`src/rtl/if_fetch_unit.sv`:
```
// Instruction-fetch stage: owns the fetch PC and assembles 32-bit little-endian words from a byte port.
// Define ICACHE_EN to add a direct-mapped word cache of 2^ICACHE_INDEX_W lines.
module if_fetch_unit #(
    parameter logic [31:0] RESET_PC       = 32'h0,
    parameter int unsigned ICACHE_INDEX_W = 8
) (
    input  logic        clk,
    input  logic        rst,
    output logic [31:0] pc,
    input  logic [31:0] pred_pc,
    input  logic        pred_taken,
    output logic        mem_req,
    output logic [31:0] mem_a,
    input  logic        mem_grant,
    input  logic [7:0]  mem_din,
    input  logic        id_ready,
    output logic        if_valid,
    output logic [31:0] if_inst,
    output logic [31:0] if_pc,
    output logic        if_pred,
    input  logic        ex_redirect,
    input  logic [31:0] ex_target
);

    localparam int unsigned CNT_W = 3;
    localparam logic [CNT_W-1:0] NUM_BYTES = CNT_W'(4);

    typedef enum logic [0:0] {
        ISSUE = 1'b0,
        HOLD  = 1'b1
    } state_e;

    state_e              state_q, state_d;
    logic [CNT_W-1:0]    issue_cnt_q, issue_cnt_d;
    logic [1:0]          rcv_cnt_q, rcv_cnt_d;
    logic                inflight_q, inflight_d;
    logic [2:0][7:0]     lane_q, lane_d;
    logic [31:0]         pc_q, pc_d;
    logic                mem_req_q, mem_req_d;
    logic [31:0]         mem_a_q, mem_a_d;
    logic                if_valid_q, if_valid_d;
    logic [31:0]         if_inst_q, if_inst_d;
    logic [31:0]         if_pc_q, if_pc_d;
    logic                if_pred_q, if_pred_d;

    logic                granted_c;
    logic                last_byte_c;
    logic                hit_now_c;
    logic                hit_next_c;
    logic [31:0]         hit_inst_c;

    assign granted_c   = mem_req_q & mem_grant;
    assign last_byte_c = inflight_q && (rcv_cnt_q == 2'd3);

`ifdef ICACHE_EN
    localparam int unsigned LINES   = 1 << ICACHE_INDEX_W;
    localparam int unsigned TAG_LSB = ICACHE_INDEX_W + 2;
    localparam int unsigned TAG_W   = 32 - TAG_LSB;

    logic [31:0]               line_data_q [LINES];
    logic [TAG_W-1:0]          line_tag_q  [LINES];
    logic [LINES-1:0]          line_valid_q;
    logic [ICACHE_INDEX_W-1:0] idx_now_c;
    logic [ICACHE_INDEX_W-1:0] idx_next_c;
    logic                      fill_en_c;

    assign idx_now_c  = pc_q[TAG_LSB-1:2];
    assign idx_next_c = pc_d[TAG_LSB-1:2];

    // A hit is only taken at the start of a fresh, aligned fetch.
    assign hit_now_c = (state_q == ISSUE) && (issue_cnt_q == '0) && (rcv_cnt_q == '0)
                       && !inflight_q && (pc_q[1:0] == 2'b00)
                       && line_valid_q[idx_now_c]
                       && (line_tag_q[idx_now_c] == pc_q[31:TAG_LSB]);
    assign hit_inst_c = line_data_q[idx_now_c];

    // Lookahead so the request is suppressed in the cycle the hit completes.
    assign hit_next_c = (state_d == ISSUE) && (issue_cnt_d == '0) && (rcv_cnt_d == '0)
                        && !inflight_d && (pc_d[1:0] == 2'b00)
                        && line_valid_q[idx_next_c]
                        && (line_tag_q[idx_next_c] == pc_d[31:TAG_LSB]);

    assign fill_en_c = rst && (state_q == ISSUE) && last_byte_c && !ex_redirect
                       && (pc_q[1:0] == 2'b00);

    always_ff @(posedge clk) begin
        if (!rst) begin
            line_valid_q <= '0;
        end else if (fill_en_c) begin
            line_valid_q[idx_now_c] <= 1'b1;
        end
    end

    always_ff @(posedge clk) begin
        if (fill_en_c) begin
            line_data_q[idx_now_c] <= {mem_din, lane_q};
            line_tag_q[idx_now_c]  <= pc_q[31:TAG_LSB];
        end
    end
`else
    assign hit_now_c  = 1'b0;
    assign hit_next_c = 1'b0;
    assign hit_inst_c = '0;
`endif

    // Fetch sequencing, byte capture, completion and redirect.
    always_comb begin
        state_d     = state_q;
        issue_cnt_d = issue_cnt_q;
        rcv_cnt_d   = rcv_cnt_q;
        inflight_d  = 1'b0;
        lane_d      = lane_q;
        pc_d        = pc_q;
        if_valid_d  = if_valid_q;
        if_inst_d   = if_inst_q;
        if_pc_d     = if_pc_q;
        if_pred_d   = if_pred_q;

        case (state_q)
            ISSUE: begin
                if (granted_c) begin
                    issue_cnt_d = issue_cnt_q + CNT_W'(1);
                end
                inflight_d = granted_c;
                if (hit_now_c || last_byte_c) begin
                    if_inst_d   = hit_now_c ? hit_inst_c : {mem_din, lane_q};
                    if_pc_d     = pc_q;
                    if_pred_d   = pred_taken;
                    if_valid_d  = 1'b1;
                    pc_d        = pred_pc;
                    state_d     = HOLD;
                    issue_cnt_d = '0;
                    rcv_cnt_d   = '0;
                    inflight_d  = 1'b0;
                end else if (inflight_q) begin
                    case (rcv_cnt_q)
                        2'd0:    lane_d[0] = mem_din;
                        2'd1:    lane_d[1] = mem_din;
                        2'd2:    lane_d[2] = mem_din;
                        default: lane_d    = lane_q;
                    endcase
                    rcv_cnt_d = rcv_cnt_q + 2'd1;
                end
            end
            HOLD: begin
                if (id_ready) begin
                    if_valid_d  = 1'b0;
                    state_d     = ISSUE;
                    issue_cnt_d = '0;
                    rcv_cnt_d   = '0;
                end
            end
            default: begin
                state_d = ISSUE;
            end
        endcase

        // Redirect overrides completion, stall and any byte still in flight.
        if (ex_redirect) begin
            pc_d        = ex_target;
            if_valid_d  = 1'b0;
            state_d     = ISSUE;
            issue_cnt_d = '0;
            rcv_cnt_d   = '0;
            inflight_d  = 1'b0;
        end
    end

    // Memory request for the upcoming cycle, derived from next state.
    always_comb begin
        mem_req_d = (state_d == ISSUE) && (issue_cnt_d < NUM_BYTES) && !hit_next_c;
        mem_a_d   = mem_req_d ? (pc_d + 32'(issue_cnt_d)) : 32'h0;
    end

    always_ff @(posedge clk) begin
        if (!rst) begin
            state_q     <= ISSUE;
            issue_cnt_q <= '0;
            rcv_cnt_q   <= '0;
            inflight_q  <= 1'b0;
            lane_q      <= '0;
            pc_q        <= RESET_PC;
            mem_req_q   <= 1'b0;
            mem_a_q     <= 32'h0;
            if_valid_q  <= 1'b0;
            if_inst_q   <= 32'h0;
            if_pc_q     <= 32'h0;
            if_pred_q   <= 1'b0;
        end else begin
            state_q     <= state_d;
            issue_cnt_q <= issue_cnt_d;
            rcv_cnt_q   <= rcv_cnt_d;
            inflight_q  <= inflight_d;
            lane_q      <= lane_d;
            pc_q        <= pc_d;
            mem_req_q   <= mem_req_d;
            mem_a_q     <= mem_a_d;
            if_valid_q  <= if_valid_d;
            if_inst_q   <= if_inst_d;
            if_pc_q     <= if_pc_d;
            if_pred_q   <= if_pred_d;
        end
    end

    assign pc       = pc_q;
    assign mem_req  = mem_req_q;
    assign mem_a    = mem_a_q;
    assign if_valid = if_valid_q;
    assign if_inst  = if_inst_q;
    assign if_pc    = if_pc_q;
    assign if_pred  = if_pred_q;

endmodule

```
`config.mk`:
```
export PLATFORM = sky130hd
export DESIGN_NAME = if_fetch_unit
export DESIGN_NICKNAME = d
export VERILOG_FILES = /design/src/rtl/if_fetch_unit.sv
export SDC_FILE = /design/constraint.sdc
export NUM_CORES = 1
export LEC_CHECK = 0
export CAP_MARGIN = 40
export CORE_UTILIZATION = 51
export DETAILED_ROUTE_END_ITERATION = 10
export PLACE_DENSITY = 0.9
export SYNTH_ARGS = -nofsm -noshare
export SYNTH_HDL_FRONTEND = slang
export SYNTH_SLANG_ARGS = --single-unit
```
`constraint.sdc`:
```
create_clock -name clk -period 8 [get_ports clk]
set_clock_uncertainty 0.05 [all_clocks]
set_input_delay 1.6 -clock clk [delete_from_list [all_inputs] [get_ports clk]]
set_output_delay 1.6 -clock clk [all_outputs]
set_load 0.05 [all_outputs]
```
==> results of run 1 <==
==> area by class of cell <==
type                    count  area [um2]
well taps                 176         220
multi-input cells         610        3570
flip-flops and latches    162        3240
fillers                   966        3500
inverters                  10        37.5
clock buffers              21         470
clock inverters            11         176
repair buffers            215        2120
==> cell usage in the layout, fill, tap and decap left out, types with 4 or more instances in the layout <==
master           count
a21oi_1             27
inv_1               10
nand4_1              4
bufinv_16            4
nand2_1            231
dfxtp_1            162
clkdlybuf4s50_1    206
a311oi_1             4
a21o_1               4
and2_1              34
nand3_1             11
o21ai_0             27
nor4_1               6
nor3b_1              5
clkinv_4             4
or3_1                7
xor2_1               4
nor2_1              31
nor3_1               9
clkbuf_16           17
nand3b_1             6
xnor2_1             13
ha_1                 8
mux2i_1             27
nor2b_1             12
a21boi_0            91
buf_4                7
mux2_2               5
==> layer usage <==
layer  vias to the layer above  track usage  routed length (um)
met5                         -            0                   0
met4                         0        0.135                 737
met3                        50       0.0566                1410
met2                       306        0.478                9800
met1                      3136        0.383                9020
li1                       3176            -                   -
==> worst max-delay path by stage <==
| stage | start | cells after the start | slack (ps) | to |
|---|---|---|---|---|
| finish | mem_grant | 13 | 2940 | mem_a[26] |
| global route | ex_redirect | 11 | 2780 | mem_a[24] |
| floorplan | ex_redirect | 17 | 2190 | mem_a[26] |
| CTS | mem_grant | 13 | 3000 | mem_a[26] |
| detailed placement | ex_redirect | 11 | 2610 | mem_a[26] |
| global placement | ex_redirect | 11 | 2680 | mem_a[26] |
==> registers in the layout, summed over array words and instances (netlist names) <==
name	count
state_q	1
inflight_q	1
if_valid	1
if_pred	1
pc	32
lane_q	24
issue_cnt_q	3
mem_req	1
mem_a	32
if_inst	32
rcv_cnt_q	2
if_pc	32
==> metrics by stage <==
step | power (mW) | utilization
3_3_place_gp | 1.09 | 0.689
6_report | 1.96 | 0.738
5_1_grt | 2.02 | 0.738
4_1_cts | 1.97 | 0.738
3_5_place_dp | 1.09 | 0.689
2_1_floorplan | 0.991 | -
==> power by group through the flow <==
stage / combinational [mW] / clock (mW) / sequential [mW]
after CTS: 0.238 / 0.884 / 0.843
final: 0.240 / 0.879 / 0.844
after detailed placement: 0.235 / 0 / 0.860
after floorplan: 0.0705 / 0 / 0.920
after global placement: 0.232 / 0 / 0.861
after global routing: 0.252 / 0.922 / 0.845
==> tightest hold or removal path, delay by kind of cell, from the launching register on <==
kind / cells / cell delay (ps)
and+or+nand+nor: 1 / 50
AOI/OAI and AO/OA: 1 / 60
DFF: 1 / 310
==> cells by family after synthesis <==
| group | Yosys count | synth area share |
|---|---|---|
| multiplexers | 33 | 0.0494 |
| buffers and inverters | 64 | 0.0362 |
| AND/OR/NAND/NOR | 378 | 0.248 |
| XOR/XNOR | 17 | 0.0211 |
| adder cells (fa/ha/maj) | 9 | 0.0170 |
| flip-flops | 162 | 0.459 |
| AO/OA/AOI/OAI | 173 | 0.169 |
==> reports/metrics.cfg, run 1 <==
[worst_hold_path]
worstHoldStart = lane_q[1]
hold_path_depth = 2
min_delay_worst_endpoint = if_inst[1]
hold_class = reg2reg

[sta]
finalHoldViolCount = 0
fin_setup_tns_ps = 0
finalSetupViolCount = 0
layout_setup_ws_ps = 2940
worst_slew_pin_slew_ps = 898
fmax_ghz = 0.198
rsz0062_at_grt = no
period_share = 0.633
hold_ws_ps = 411
final-max-slew-violation-count = 0
period_needed_ps = 5060
slew_headroom = 0.401

[setup_path]
path_cells = clkdlybuf4s50_1 -> nand2_1 -> a22o_1 -> o21ai_0 -> a21o_1 -> inv_1 -> ha_1 -> a21o_1 -> nand3_4 -> or4_1 -> or4_4 -> or3_1 -> a21oi_1
rr_worst_depth = 9
rrSetupSlack_ps = 3410
cp-start-kind = primary input
end_kind = flip-flop
crit_buf_inv = 2
critPathMaxFanout = 9
crit_slowest_cell = or4_1
critPathTopFamily = simple AND/OR/NAND/NOR gates
critical_path_class = in2reg
critPathMaxStageDelay_ps = 740
r2r-start = rcv_cnt_q[0]
worst_r2r_endpoint = mem_a[28]
arrival_ps = 5370
worstPathRequired_ps = 8300
crit_top_cell = a21o_1

[logic_synthesis]
ys_seq_area_frac = 0.459
yosysMostFrequentCell = nand2_1
synth_flop_cell = dfxtp_1
avgSynthCellArea_um2 = 8.45
synthTopCellsByArea = dfxtp_1, nand2_1, a21boi_0, mux2i_1, and2_1
syn_area_um2 = 7060
synth_edf_count = 0
synth_cells = 836
synth_commonest_cells = nand2_1, dfxtp_1, a21boi_0
synth-seq-cells = 162
async_flop_share = 0
synth_area_leader_cell = dfxtp_1
synth_top_area_share = 0.459
synth_warnings = 0
synth_nets = 923
yosysUniqueCellTypes = 56

[job]
max_cap_violations = 0

[finish]
finalNonFillerCells = 1205
syn_to_final_growth_pct = 39.4
post-route-cell-area_um2 = 9850
diodes = 0
layout.nets = 1103
drive_gt1_frac = 0.0534

[power]
switching_share = 0.249
cellLeakagePower_nw = 3.41
switchingPower_mw = 0.488
clkPwrFrac = 0.448
power_density_nw_per_um2 = 199
internal-power_mw = 1.47
max-vdd-ir-drop_mv = 0.167
combPwrFrac = 0.122
seqPwrFrac = 0.430

[clocking]
cts_tree = done
ctsResizeCount = 0
clockBufferDepth = 2
cts_max_level = 4
cts_num_sinks = 162
cts_setup_buffers = 0
cts-buffers-inserted = 17
clock_latency_ps = 420
hold_buffers = 0
path_clk_slew_ps = 60
root_buffer = clkbuf_16

[global_routing]
grt_pass1_vias = 6425
grt_pass1_wl_mm = 32.9
track_usage = 0.296
grt_antenna_before_repair = 0
overflow = 0
grt_max_degree = 111

[routing]
vias_per_cell = 5.53
vias = 6668
drtIter0Drc = 505
drtPass1Iterations = 7
totalWireLength_mm = 21.0
wl_per_cell_um = 17.4
drtAntennaViolNets = 0
drc = 0

[placed_design]
gp_congestion = 0.888
hpwl_mm = 14.3
placed_area_um2 = 9200
place_inst = 1173
io_buffers = 208
preCtsSetupSlack_ps = 2610

[floorplan]
num_rows = 42
io_pins = 209
dieArea_um2 = 14300
initial_core_util = 0.529
die_height_um = 120
dieWidth_um = 120
core-area_um2 = 13300

[status]
status = finished clean

Power figures use the tool's default switching activity.
==> inputs of run 2 (changes only) <==
--- a/config.mk
+++ b/config.mk
@@ -6,9 +6,9 @@
 export NUM_CORES = 1
 export LEC_CHECK = 0
 export CAP_MARGIN = 40
-export CORE_UTILIZATION = 51
+export CORE_UTILIZATION = 47
 export DETAILED_ROUTE_END_ITERATION = 10
-export PLACE_DENSITY = 0.9
+export PLACE_DENSITY = 0.85
 export SYNTH_ARGS = -nofsm -noshare
 export SYNTH_HDL_FRONTEND = slang
 export SYNTH_SLANG_ARGS = --single-unit
==> constraint.sdc (replaced) <==
create_clock -name clk -period 4.7 [get_ports clk]
set_clock_uncertainty 0.05 [all_clocks]
set_input_delay 0.94 -clock clk [delete_from_list [all_inputs] [get_ports clk]]
set_output_delay 0.94 -clock clk [all_outputs]
set_load 0.05 [all_outputs]
==> run 2 against run 1 <==
  * Via count shrank 0.64%
  * Highest routed layer unchanged
  * Total power up 67%
  * First-iteration DRC count up 7.1%
  * Design area grew 0.52%
  * Flip-flop and latch count stayed put
  * Core utilization down 5.9 points
  * Register-to-register slack worse by 2900 ps
  * Non-clock buffer count up 8
==> reports/metrics.cfg, run 2 (synthesis results as in run 1) <==
[clocking]
root_buffer = clkbuf_16
cts_max_level = 4
clockBufferDepth = 2
clock_latency_ps = 420
path_clk_slew_ps = 70
cts_tree = done
cts-buffers-inserted = 17
hold_buffers = 0
cts_num_sinks = 162
ctsResizeCount = 0
cts_setup_buffers = 0

[sta]
worst_slew_pin_slew_ps = 798
final-max-slew-violation-count = 0
fin_setup_tns_ps = 0
rsz0062_at_grt = no
period_share = 0.891
hold_ws_ps = 411
period_needed_ps = 4190
slew_headroom = 0.462
layout_setup_ws_ps = 512
finalSetupViolCount = 0
fmax_ghz = 0.239
finalHoldViolCount = 0

[finish]
final_util = 0.678
drive_gt1_frac = 0.0608
final_common_cell = nand2_1
syn_to_final_growth_pct = 40.2
finalNonFillerCells = 1220
final_cell_mix = nand2_1, clkdlybuf4s50_1, dfxtp_1
diodes = 0
multi_input_area_um2 = 3570
post-route-cell-area_um2 = 9900
ff_latch_area_um2 = 3240
fillers = 1157
layout.nets = 1111

[routing]
wl_met2_mm = 9.28
met1_length_mm = 8.86
wl_per_cell_um = 16.7
drtPass1Iterations = 5
vias = 6625
drtAntennaViolNets = 0
drtIter0Drc = 541
maxUsedRoutingLayer = met4
met3_length_mm = 1.27
totalWireLength_mm = 20.3
vias_per_cell = 5.43
drc = 0

[global_routing]
grt_pass1_wl_mm = 32.4
grt_max_degree = 101
grt_antenna_before_repair = 0
grt_pass1_vias = 6346
overflow = 0
track_usage = 0.263

[setup_path]
critical_path_class = in2reg
worstPathRequired_ps = 5010
end_kind = flip-flop
arrival_ps = 4490
critPathMaxStageDelay_ps = 700
path_cells = clkdlybuf4s50_1 -> nand2_1 -> a22o_1 -> o21ai_0 -> a21o_1 -> inv_1 -> ha_1 -> a21o_1 -> nand3_4 -> or4_1 -> or4_4 -> or3_1 -> a21oi_1
crit_slowest_cell = or4_1
crit_top_cell = a21o_1
critPathMaxFanout = 7
cp-start-kind = primary input

[floorplan]
initial_core_util = 0.484
die_height_um = 125
dieWidth_um = 125
dieArea_um2 = 15500
io_pins = 209
num_rows = 44
core-area_um2 = 14600

[power]
max-vdd-ir-drop_mv = 0.295
finalPower_mw = 3.28
cellLeakagePower_nw = 3.43
power_density_nw_per_um2 = 332

[status]
status = finished clean

[placed_design]
hpwl_mm = 14.5
io_buffers = 208
placed_area_um2 = 9280
place_inst = 1189
gp_congestion = 0.866
preCtsSetupSlack_ps = 117

[worst_hold_path]
hold_class = reg2reg

[job]
max_cap_violations = 0

==> run 2: cell types whose count changed in the layout (fill, tap and decap cells not counted), sizes merged <==
cell	previous run	this run
clkinvlp	1	0
bufinv	4	3
inv	11	14
clkbuf	21	18
buf	9	17
clkinv	5	6
==> run 2: worst paths after layout <==
kind | start | to | slack (ps) | depth (start not counted)
max | mem_grant | mem_a[26] | 510 | 13
min | if_inst[18] | if_inst[18] | 410 | 2
max reg2reg | rcv_cnt_q[0] | mem_a[26] | 550 | 14
min reg2reg | if_inst[18] | if_inst[18] | 410 | 2
==> run 2: area by class of cell <==
cell class / instances / area share
well taps: 184 / 0.0233
repair buffers: 223 / 0.222
clock buffers: 18 / 0.0444
flip-flops and latches: 162 / 0.328
inverters: 10 / 0.00379
clock inverters: 13 / 0.0178
multi-input cells: 610 / 0.361
==> run 2: where the power goes <==
| group | switching [mW] | internal (mW) |
|---|---|---|
| Sequential | 0.0276 | 1.41 |
| Combinational | 0.240 | 0.170 |
| Clock | 0.581 | 0.858 |
==> run 2: critical path: cells and delay by family <==
family,cells,cell delay [ps]
simple gates,5,1790
compound gates,5,860
buf+inv,2,560
fa+ha+maj,1,340
==> run 2: routing by layer <==
metal  global-route usage  vias to the layer above
met3               0.0430                       63
li1                     -                     3201
met2                0.416                      303
met4                0.144                        0
met1                0.343                     3058
met5                    0                        -
==> inputs of run 3 (changes only) <==
--- a/config.mk
+++ b/config.mk
@@ -6,6 +6,7 @@
 export NUM_CORES = 1
 export LEC_CHECK = 0
 export CAP_MARGIN = 40
+export CORE_MARGIN = 1.5
 export CORE_UTILIZATION = 47
 export DETAILED_ROUTE_END_ITERATION = 10
 export PLACE_DENSITY = 0.85
==> run 3 against run 2 <==
  * Routed wire length grew 0.24%
  * Critical path depth is the same
  * Sequential power is essentially flat
  * Core utilization shrank 0.46 points
  * Design area shrank 0.68%
  * Register-to-register slack gained 50 ps
  * Maximum frequency shrank 0.74%
  * Worst setup slack lost 31 ps
  * Clock power shrank 6%
  * Critical endpoint unchanged
==> reports/metrics.cfg, run 3 (synthesis results as in run 1) <==
[clocking]
clockBufferDepth = 2
hold_buffers = 0
cts_num_sinks = 162
path_clk_slew_ps = 60
cts-buffers-inserted = 17
clock_latency_ps = 430
cts_setup_buffers = 0
ctsResizeCount = 0
cts_max_level = 4
root_buffer = clkbuf_16
cts_tree = done

[finish]
syn_to_final_growth_pct = 39.2
finalNonFillerCells = 1218
multi_input_area_um2 = 3570
fillers = 1168
layout.nets = 1108
diodes = 0
drive_gt1_frac = 0.0580
post-route-cell-area_um2 = 9830
final_cell_mix = nand2_1, clkdlybuf4s50_1, dfxtp_1
ff_latch_area_um2 = 3240
final_common_cell = nand2_1

[setup_path]
critPathMaxFanout = 7
end_kind = flip-flop
arrival_ps = 4530
worst_r2r_endpoint = mem_a[26]
critical_path_class = in2reg
rrSetupSlack_ps = 600
crit_slowest_cell = or4_1
crit_top_cell = a21o_1
critPathMaxStageDelay_ps = 700
path_cells = clkdlybuf4s50_1 -> nand2_1 -> a22o_1 -> o21ai_0 -> a21o_1 -> inv_1 -> ha_1 -> a21o_1 -> nand3_4 -> or4_1 -> or4_4 -> or3_1 -> a21oi_1
worstPathRequired_ps = 5010
rr_worst_depth = 12
r2r-start = rcv_cnt_q[0]
cp-start-kind = primary input

[floorplan]
dieArea_um2 = 15800
core-area_um2 = 14600
num_rows = 44
io_pins = 209
die_height_um = 126
initial_core_util = 0.484
dieWidth_um = 126

[power]
seqPwrFrac = 0.449
internal-power_mw = 2.32
cellLeakagePower_nw = 3.40
switchingPower_mw = 0.874
power_density_nw_per_um2 = 325
clkPwrFrac = 0.423
switching_share = 0.274
combPwrFrac = 0.128
max-vdd-ir-drop_mv = 0.260

[routing]
drtIter0Drc = 589
wl_per_cell_um = 16.7
drtAntennaViolNets = 0
vias_per_cell = 5.38
totalWireLength_mm = 20.4
drtPass1Iterations = 7
vias = 6551
drc = 0

[placed_design]
placed_area_um2 = 9260
io_buffers = 208
hpwl_mm = 14.2
preCtsSetupSlack_ps = 101
gp_congestion = 0.884
place_inst = 1186

[global_routing]
grt_pass1_wl_mm = 32.3
grt_max_degree = 108
grt_antenna_before_repair = 0
overflow = 0
track_usage = 0.258
grt_pass1_vias = 6014

[sta]
worst_slew_pin_slew_ps = 886
fin_setup_tns_ps = 0
final-max-slew-violation-count = 0
layout_setup_ws_ps = 481
period_needed_ps = 4220
period_share = 0.898
fmax_ghz = 0.237
finalHoldViolCount = 0
rsz0062_at_grt = no
hold_ws_ps = 413
slew_headroom = 0.409
finalSetupViolCount = 0

[worst_hold_path]
hold_class = reg2reg
hold_path_depth = 2
worstHoldStart = if_pc[11]
min_delay_worst_endpoint = if_pc[11]

[status]
status = finished clean

[job]
max_cap_violations = 0

-- run 3: layout make-up --
cell class                 instances  area share
clock inverter                    14      0.0144
clock buffer                      18      0.0437
timing repair buffer             220       0.221
sequential                       162       0.330
tap                              184      0.0234
multi-input combinational        610       0.364
inverter                          10     0.00382
-- run 3: power by group through the flow --
| stage | combinational, mW | sequential, mW | clock (mW) |
|---|---|---|---|
| floorplan | 0.121 | 1.57 | 0 |
| detailed placement | 0.403 | 1.46 | 0 |
| CTS | 0.407 | 1.43 | 1.37 |
| global route | 0.432 | 1.44 | 1.43 |
| finish | 0.410 | 1.43 | 1.35 |
| global placement | 0.399 | 1.46 | 0 |
-- run 3: per-layer routing --
metal	vias up	track usage	part of all wire
met3	54	0.0531	0.060
met4	0	0.114	0.036
met1	3038	0.352	0.46
met2	267	0.396	0.45
li1	3192	-	-
met5	-	0	0
-- run 3: critical path, delay by kind of cell --
| kind | cells | cell delay (ps) |
|---|---|---|
| adders and majority gates | 1 | 350 |
| and+or+nand+nor | 5 | 1800 |
| buffers and inverters | 2 | 560 |
| AOI/OAI and AO/OA | 5 | 870 |
-- run 3: per-stage QoR --
stage          utilization  total power, mW
2_1_floorplan            -             1.69
3_3_place_gp         0.634             1.86
6_report             0.674             3.20
3_5_place_dp         0.635             1.87
4_1_cts              0.674             3.21
5_1_grt              0.674             3.30
-- run 3: worst max path at each step --
stage | start | to | slack, ps | cells after the start
after floorplan | ex_redirect | mem_a[26] | 80 | 17
after global placement | mem_grant | mem_a[26] | 190 | 13
after detailed placement | mem_grant | mem_a[26] | 100 | 13
after CTS | mem_grant | mem_a[26] | 500 | 13
after global routing | rcv_cnt_q[0] | mem_a[26] | 270 | 14
final | mem_grant | mem_a[26] | 480 | 13
